==> config.mk <==
export PLATFORM = sky130hd
export DESIGN_NAME = jtlabrun_gfx_romarb
export DESIGN_NICKNAME = d
export VERILOG_FILES = /design/src/rtl/jtlabrun_pkg.sv /design/src/rtl/jtlabrun_romarb_wdog.sv /design/src/rtl/jtlabrun_gfx_romarb.sv
export SDC_FILE = /design/constraint.sdc
export NUM_CORES = 1
export LEC_CHECK = 0
export ABC_AREA = 1
export BUFFER_PORTS_ARGS = -buffer_cell sky130_fd_sc_hd__buf_2
export CAP_MARGIN = 30
export CORE_ASPECT_RATIO = 0.6
export CORE_MARGIN = 4
export CORE_UTILIZATION = 49
export DETAILED_ROUTE_END_ITERATION = 8
export HOLD_SLACK_MARGIN = 0.05
export PLACE_DENSITY = 0.88
export SLEW_MARGIN = 40
export SYNTH_ARGS = -nofsm -noshare
export SYNTH_HDL_FRONTEND = slang
export SYNTH_HIERARCHICAL = 1
export SYNTH_SLANG_ARGS = --single-unit
==> constraint.sdc <==
create_clock -name clk_i -period 2.85 [get_ports clk_i]
set_input_delay 0.57 -clock clk_i [delete_from_list [all_inputs] [get_ports clk_i]]
set_output_delay 0.57 -clock clk_i [all_outputs]
set_load 0.02 [all_outputs]
==> src/rtl/jtlabrun_pkg.sv <==
// Shared definitions for the Labyrinth Runner graphics ROM arbiter.
//   state_e      : arbiter FSM states
//   gnt_e        : which fetcher owns the SDRAM slot
//   TIMEOUT_FILL : data returned to a fetcher whose access was abandoned
//   pick_grant   : tie-break / round-robin grant selection used in IDLE
package jtlabrun_pkg;

  typedef enum logic [1:0] {
    IDLE  = 2'd0,
    GUARD = 2'd1,
    WAIT  = 2'd2
  } state_e;

  typedef enum logic {
    GNT_TILE = 1'b0,
    GNT_OBJ  = 1'b1
  } gnt_e;

  localparam logic [15:0] TIMEOUT_FILL = 16'hFFFF;

  // Only meaningful when at least one request is present.
  // Ties: objects win during blanking, otherwise the reset preference applies
  // until somebody has been served, after which it is strict round-robin.
  function automatic gnt_e pick_grant(input logic tile_req, input logic obj_req,
                                      input logic lhbl, input logic has_hist,
                                      input gnt_e last, input logic obj_first);
    gnt_e g;
    if (tile_req && !obj_req)  g = GNT_TILE;
    else if (!tile_req)        g = GNT_OBJ;
    else if (!lhbl)            g = GNT_OBJ;
    else if (!has_hist)        g = obj_first ? GNT_OBJ : GNT_TILE;
    else                       g = (last == GNT_TILE) ? GNT_OBJ : GNT_TILE;
    return g;
  endfunction

endpackage

==> src/rtl/jtlabrun_romarb_wdog.sv <==
// Watchdog counter for the ROM arbiter.
//   clk_i, rst_i : clock, synchronous active-high reset
//   run_i        : count this cycle (arbiter waiting for rom_ok)
//   clr_i        : clear the count (has priority over run_i)
//   expired_o    : the count reaches TIMEOUT on this cycle's increment
// The count saturates at TIMEOUT so a stuck slot never wraps back to "fresh".
module jtlabrun_romarb_wdog #(
  parameter int TIMEOUT = 63
) (
  input  logic clk_i,
  input  logic rst_i,
  input  logic run_i,
  input  logic clr_i,
  output logic expired_o
);

  localparam int CW = $clog2(TIMEOUT + 1);
  localparam logic [CW-1:0] LIMIT = CW'(TIMEOUT);

  logic [CW-1:0] cnt_q, cnt_d;

  always_comb begin
    cnt_d = cnt_q;
    if (clr_i)                        cnt_d = '0;
    else if (run_i && cnt_q != LIMIT) cnt_d = cnt_q + CW'(1);
  end

  // Flag on the cycle the count arrives at TIMEOUT, so the abort happens
  // after exactly TIMEOUT waiting cycles.
  assign expired_o = run_i && !clr_i && (cnt_d == LIMIT);

  always_ff @(posedge clk_i) begin
    if (rst_i) cnt_q <= '0;
    else       cnt_q <= cnt_d;
  end

endmodule

==> src/rtl/jtlabrun_gfx_romarb.sv <==
// Graphics ROM arbiter: shares one SDRAM slot between the tile and object
// fetchers, with round-robin fairness, a post-grant guard cycle and a watchdog.
//   clk_i, rst_i          : 48 MHz clock, synchronous active-high reset
//   lhbl_i                : horizontal blank (low = blanking, objects win ties)
//   tile_req_i/addr_i     : tile fetch request/address, held until tile_ok_o
//   tile_data_o/ok_o      : tile data and one-cycle valid pulse
//   obj_req_i/addr_i      : object fetch request/address, held until obj_ok_o
//   obj_data_o/ok_o       : object data and one-cycle valid pulse
//   rom_addr_o/cs_o       : SDRAM slot address and request
//   rom_obj_sel_o         : current grant is the object fetcher
//   rom_data_i/ok_i       : SDRAM data and level valid for current rom_addr_o
//   timeout_o             : sticky, some access was abandoned by the watchdog
module jtlabrun_gfx_romarb
  import jtlabrun_pkg::*;
#(
  parameter int AW        = 17,
  parameter int TIMEOUT   = 63,
  parameter bit OBJ_FIRST = 1'b0
) (
  input  logic          clk_i,
  input  logic          rst_i,
  input  logic          lhbl_i,
  input  logic          tile_req_i,
  input  logic [AW-1:0] tile_addr_i,
  output logic [15:0]   tile_data_o,
  output logic          tile_ok_o,
  input  logic          obj_req_i,
  input  logic [AW-1:0] obj_addr_i,
  output logic [15:0]   obj_data_o,
  output logic          obj_ok_o,
  output logic [AW-1:0] rom_addr_o,
  output logic          rom_cs_o,
  output logic          rom_obj_sel_o,
  input  logic [15:0]   rom_data_i,
  input  logic          rom_ok_i,
  output logic          timeout_o
);

  state_e        state_q;
  gnt_e          last_q;
  logic          hist_q;
  logic          rom_cs_q, rom_obj_sel_q, tile_ok_q, obj_ok_q, timeout_q;
  logic [AW-1:0] rom_addr_q;
  logic [15:0]   tile_data_q, obj_data_q;

  gnt_e          gnt_new;
  logic          gnt_req, wd_expired;
  logic [15:0]   fetch_data;

  assign gnt_new    = pick_grant(tile_req_i, obj_req_i, lhbl_i, hist_q, last_q, OBJ_FIRST);
  assign gnt_req    = rom_obj_sel_q ? obj_req_i : tile_req_i;
  assign fetch_data = rom_ok_i ? rom_data_i : TIMEOUT_FILL;

  jtlabrun_romarb_wdog #(.TIMEOUT(TIMEOUT)) u_wdog (
    .clk_i    (clk_i),
    .rst_i    (rst_i),
    .run_i    (state_q == WAIT),
    .clr_i    (state_q == GUARD),
    .expired_o(wd_expired)
  );

  always_ff @(posedge clk_i) begin
    if (rst_i) begin
      state_q       <= IDLE;
      last_q        <= GNT_TILE;
      hist_q        <= 1'b0;
      rom_cs_q      <= 1'b0;
      rom_obj_sel_q <= 1'b0;
      rom_addr_q    <= '0;
      tile_ok_q     <= 1'b0;
      obj_ok_q      <= 1'b0;
      tile_data_q   <= '0;
      obj_data_q    <= '0;
      timeout_q     <= 1'b0;
    end else begin
      tile_ok_q <= 1'b0;
      obj_ok_q  <= 1'b0;
      case (state_q)
        IDLE: begin
          if (tile_req_i || obj_req_i) begin
            rom_obj_sel_q <= (gnt_new == GNT_OBJ);
            rom_addr_q    <= (gnt_new == GNT_OBJ) ? obj_addr_i : tile_addr_i;
            rom_cs_q      <= 1'b1;
            state_q       <= GUARD;
          end
        end
        // rom_ok may still refer to the previous address here, so only the
        // abort path is looked at.
        GUARD: begin
          if (!gnt_req) begin
            rom_cs_q <= 1'b0;
            state_q  <= IDLE;
          end else begin
            state_q  <= WAIT;
          end
        end
        WAIT: begin
          if (!gnt_req) begin
            rom_cs_q <= 1'b0;
            state_q  <= IDLE;
          end else if (rom_ok_i || wd_expired) begin
            if (rom_obj_sel_q) begin
              obj_data_q  <= fetch_data;
              obj_ok_q    <= 1'b1;
            end else begin
              tile_data_q <= fetch_data;
              tile_ok_q   <= 1'b1;
            end
            if (!rom_ok_i) timeout_q <= 1'b1;
            last_q   <= rom_obj_sel_q ? GNT_OBJ : GNT_TILE;
            hist_q   <= 1'b1;
            rom_cs_q <= 1'b0;
            state_q  <= IDLE;
          end
        end
        default: begin
          rom_cs_q <= 1'b0;
          state_q  <= IDLE;
        end
      endcase
    end
  end

  assign tile_data_o   = tile_data_q;
  assign tile_ok_o     = tile_ok_q;
  assign obj_data_o    = obj_data_q;
  assign obj_ok_o      = obj_ok_q;
  assign rom_addr_o    = rom_addr_q;
  assign rom_cs_o      = rom_cs_q;
  assign rom_obj_sel_o = rom_obj_sel_q;
  assign timeout_o     = timeout_q;

endmodule

==> results.sh <==
export IMPL_cp_max_fo=17
export IMPL_cp_end_kind="register"
export IMPL_drc_errors=0
export IMPL_dieArea_um2=7370
export IMPL_finalNetCount=577
export IMPL_setup_ws_ps=390
export IMPL_grt_max_degree=41
export IMPL_core_um2=5700
export IMPL_yosysUniqueCellTypes=31
export IMPL_setup_viol_count_final=0
export IMPL_multi_input_area_um2=1420
export IMPL_cts_resized=0
export IMPL_grt_pass1_vias=2816
export IMPL_finalMaxSlewViolations=0
export IMPL_setup_tns_ps=0
export IMPL_seqCellArea_um2=1280
export IMPL_max_cap_violations=0
export IMPL_syn_nets=472
export IMPL_yosysWarnings=6
export IMPL_cts_setup_buffers=0
export IMPL_crit_arrival_ps=2740
export IMPL_die_w_um=108
export IMPL_clkLatencyLatePin_ps=340
export IMPL_p_leak_uw=0.00191
export IMPL_gp_congestion=0.861
export IMPL_synthCells=415
export IMPL_fin_crit_ps=2460
export IMPL_dp_cells=589
export IMPL_dp_hpwl_mm=5.98
export IMPL_rsz0062_at_grt="false"
export IMPL_drtAntennaViolNets=0
export IMPL_routed_via_density=5.08
export IMPL_n_antenna_cell=0
export IMPL_cts_root_buf="clkbuf_8"
export IMPL_hold_class="register to register"
export IMPL_cts_clk_slew_worst_paths_ps=70
export IMPL_max_slew_margin_rel_pct=53.8
export IMPL_die_y_um=68.1
export IMPL_hold_path_startpoint="hist_q"
export IMPL_fillers=500
export IMPL_ctsHoldBuffers=0
export IMPL_wl_per_cell_um=13.2
export IMPL_worst_setup_path_start_kind="register"
export IMPL_worstMarginPinSlew_ps=691
export IMPL_yosysSeqAreaShare_pct=43.4
export IMPL_dr_pass1_iters=5
export IMPL_finalNonFillerCells=604
export IMPL_clkSinkCount=64
export IMPL_antenna_found_initial=0
export IMPL_hold_viol_final=0
export IMPL_synthToLayoutAreaGrowth_pct=26.3
export IMPL_ys_seq_elements=64
export IMPL_drive_above_1_share_pct=31.5
export IMPL_grt_pass1_wl_mm=12.8
export IMPL_status="complete, no violations"
export IMPL_rows=21
export IMPL_crit_start="u_wdog/cnt_q[0]"
export IMPL_vdd_ir_drop_max_mv=0.289
export IMPL_pre_cts_slack_ps=422
export IMPL_cts_tree="yes"
export IMPL_drtIter0Drc=177
export IMPL_wl_mm=7.99
export IMPL_htree_levels=3
export IMPL_powerDensity_nw_per_um2=571
export IMPL_initial_utilization_pct=51.8
export IMPL_reg2reg_from="u_wdog/cnt_q[0]"
export IMPL_grtUsageTotal_pct=22.5
export IMPL_postLayoutCoreUtil_pct=65.4
export IMPL_grt_overflow=0
export IMPL_fmax_mhz=406
export IMPL_syn_area_um2=2950
export IMPL_num_vias=3067
export IMPL_port_buffers=109
export IMPL_required_ps=3130
export IMPL_clock_path_buffers=2
export IMPL_io_pins=110
export IMPL_cts_buffers=9
export IMPL_syn_avg_cell_area_um2=7.11
export IMPL_clock_skew_ps=6.43
export IMPL_post_route_period_util_pct=86.3
export IMPL_crit_type="register to register"
-- flip-flops by register name, indices dropped and copies added (netlist names) --
signal / cells
rom_addr_o: 17
rom_obj_sel_o: 1
tile_ok_o: 1
hist_q: 1
obj_ok_o: 1
obj_data_o: 16
last_q: 1
tile_data_o: 16
timeout_o: 1
rom_cs_o: 1
state_q: 2
u_wdog/cnt_q: 6
-- cell usage in the layout (no fill, tap or decap), types with 3 or more instances in the layout --
| master | n |
|---|---|
| buf_2 | 109 |
| nor2_1 | 85 |
| nand2_1 | 74 |
| dfxtp_1 | 64 |
| nand3_1 | 59 |
| inv_1 | 30 |
| a21oi_1 | 20 |
| or2_2 | 16 |
| clkbuf_8 | 11 |
| o21ai_0 | 10 |
| o21ai_1 | 8 |
| buf_4 | 5 |
| nand2_2 | 3 |
| o21ai_2 | 3 |
| inv_2 | 3 |
| nand3_2 | 3 |
-- synth_stat cells (all sizes together) --
library cell,n,area [µm²]
buf,14,105
nand2,78,308
a21oi,20,100
dfxtp,64,1280
o21ai,21,116
nand4,2,12.5
clkbuf,6,22.5
o21bai,3,30.0
nand3,63,343
nor3,4,36.3
ha,1,12.5
inv,33,124
a21o,1,8.76
nor2,87,337
or2,16,100
a21boi,2,15.0
-- logic make-up (layout without fill, tap and decap cells) --
| kind of cell | after synthesis | after routing | share of synthesized area [%] |
|---|---|---|---|
| and+or+nand+nor | 250 | 250 | 38.5 |
| buffers and inverters | 53 | 162 | 8.52 |
| AOI/OAI and AO/OA | 47 | 47 | 9.16 |
| DFF | 64 | 64 | 43.4 |
| adders and majority gates | 1 | 1 | 0.424 |
-- layer usage --
metal  wire length [µm]  GRT usage (%)
met1               3460           28.2
met2               3570           35.1
met3                891           9.80
met4                 66           7.56
met5                  0              0
-- power by group --
part	switching [µW]	leakage [µW]	internal, µW
registers	23.4	0.000521	933
clock network	322	0.000112	534
logic	203	0.00128	113
total	548	0.00191	1580
-- final timing paths --
path | to | slack (ps) | cells past startpoint
max | obj_data_o[15] | 390 | 11
min | hist_q | 460 | 2
max reg2reg | obj_data_o[15] | 390 | 11
min reg2reg | hist_q | 460 | 2
-- stage by stage --
step           hold slack [ps]  total power [µW]  instance area (µm²)
3_3_place_gp               437              1280                 3510
5_1_grt                    474              2220                 3730
3_5_place_dp               444              1290                 3510
2_1_floorplan              427              1190                 2950
6_report                   458              2130                 3730
4_1_cts                    455              2140                 3730
-- critical path: stages, from the launching register on --
cell and delay [ps]:
dfxtp_1 400, ha_1 210, nand2_2 90, inv_2 90, nand3_2 110, o21bai_2 140, nand3_2 100, nor3_2 240
nor2_2 100, nor3_4 590, o21ai_0 200, nor2_1 120
-- layout make-up --
cell class | instances | area share [%]
multi-input combinational | 298 | 38.1
sequential | 64 | 34.4
timing repair buffer | 114 | 15.6
clock buffer | 12 | 4.16
inverter | 33 | 3.32
tap | 80 | 2.69
clock inverter | 3 | 1.75
Power figures use the tool's default switching activity.
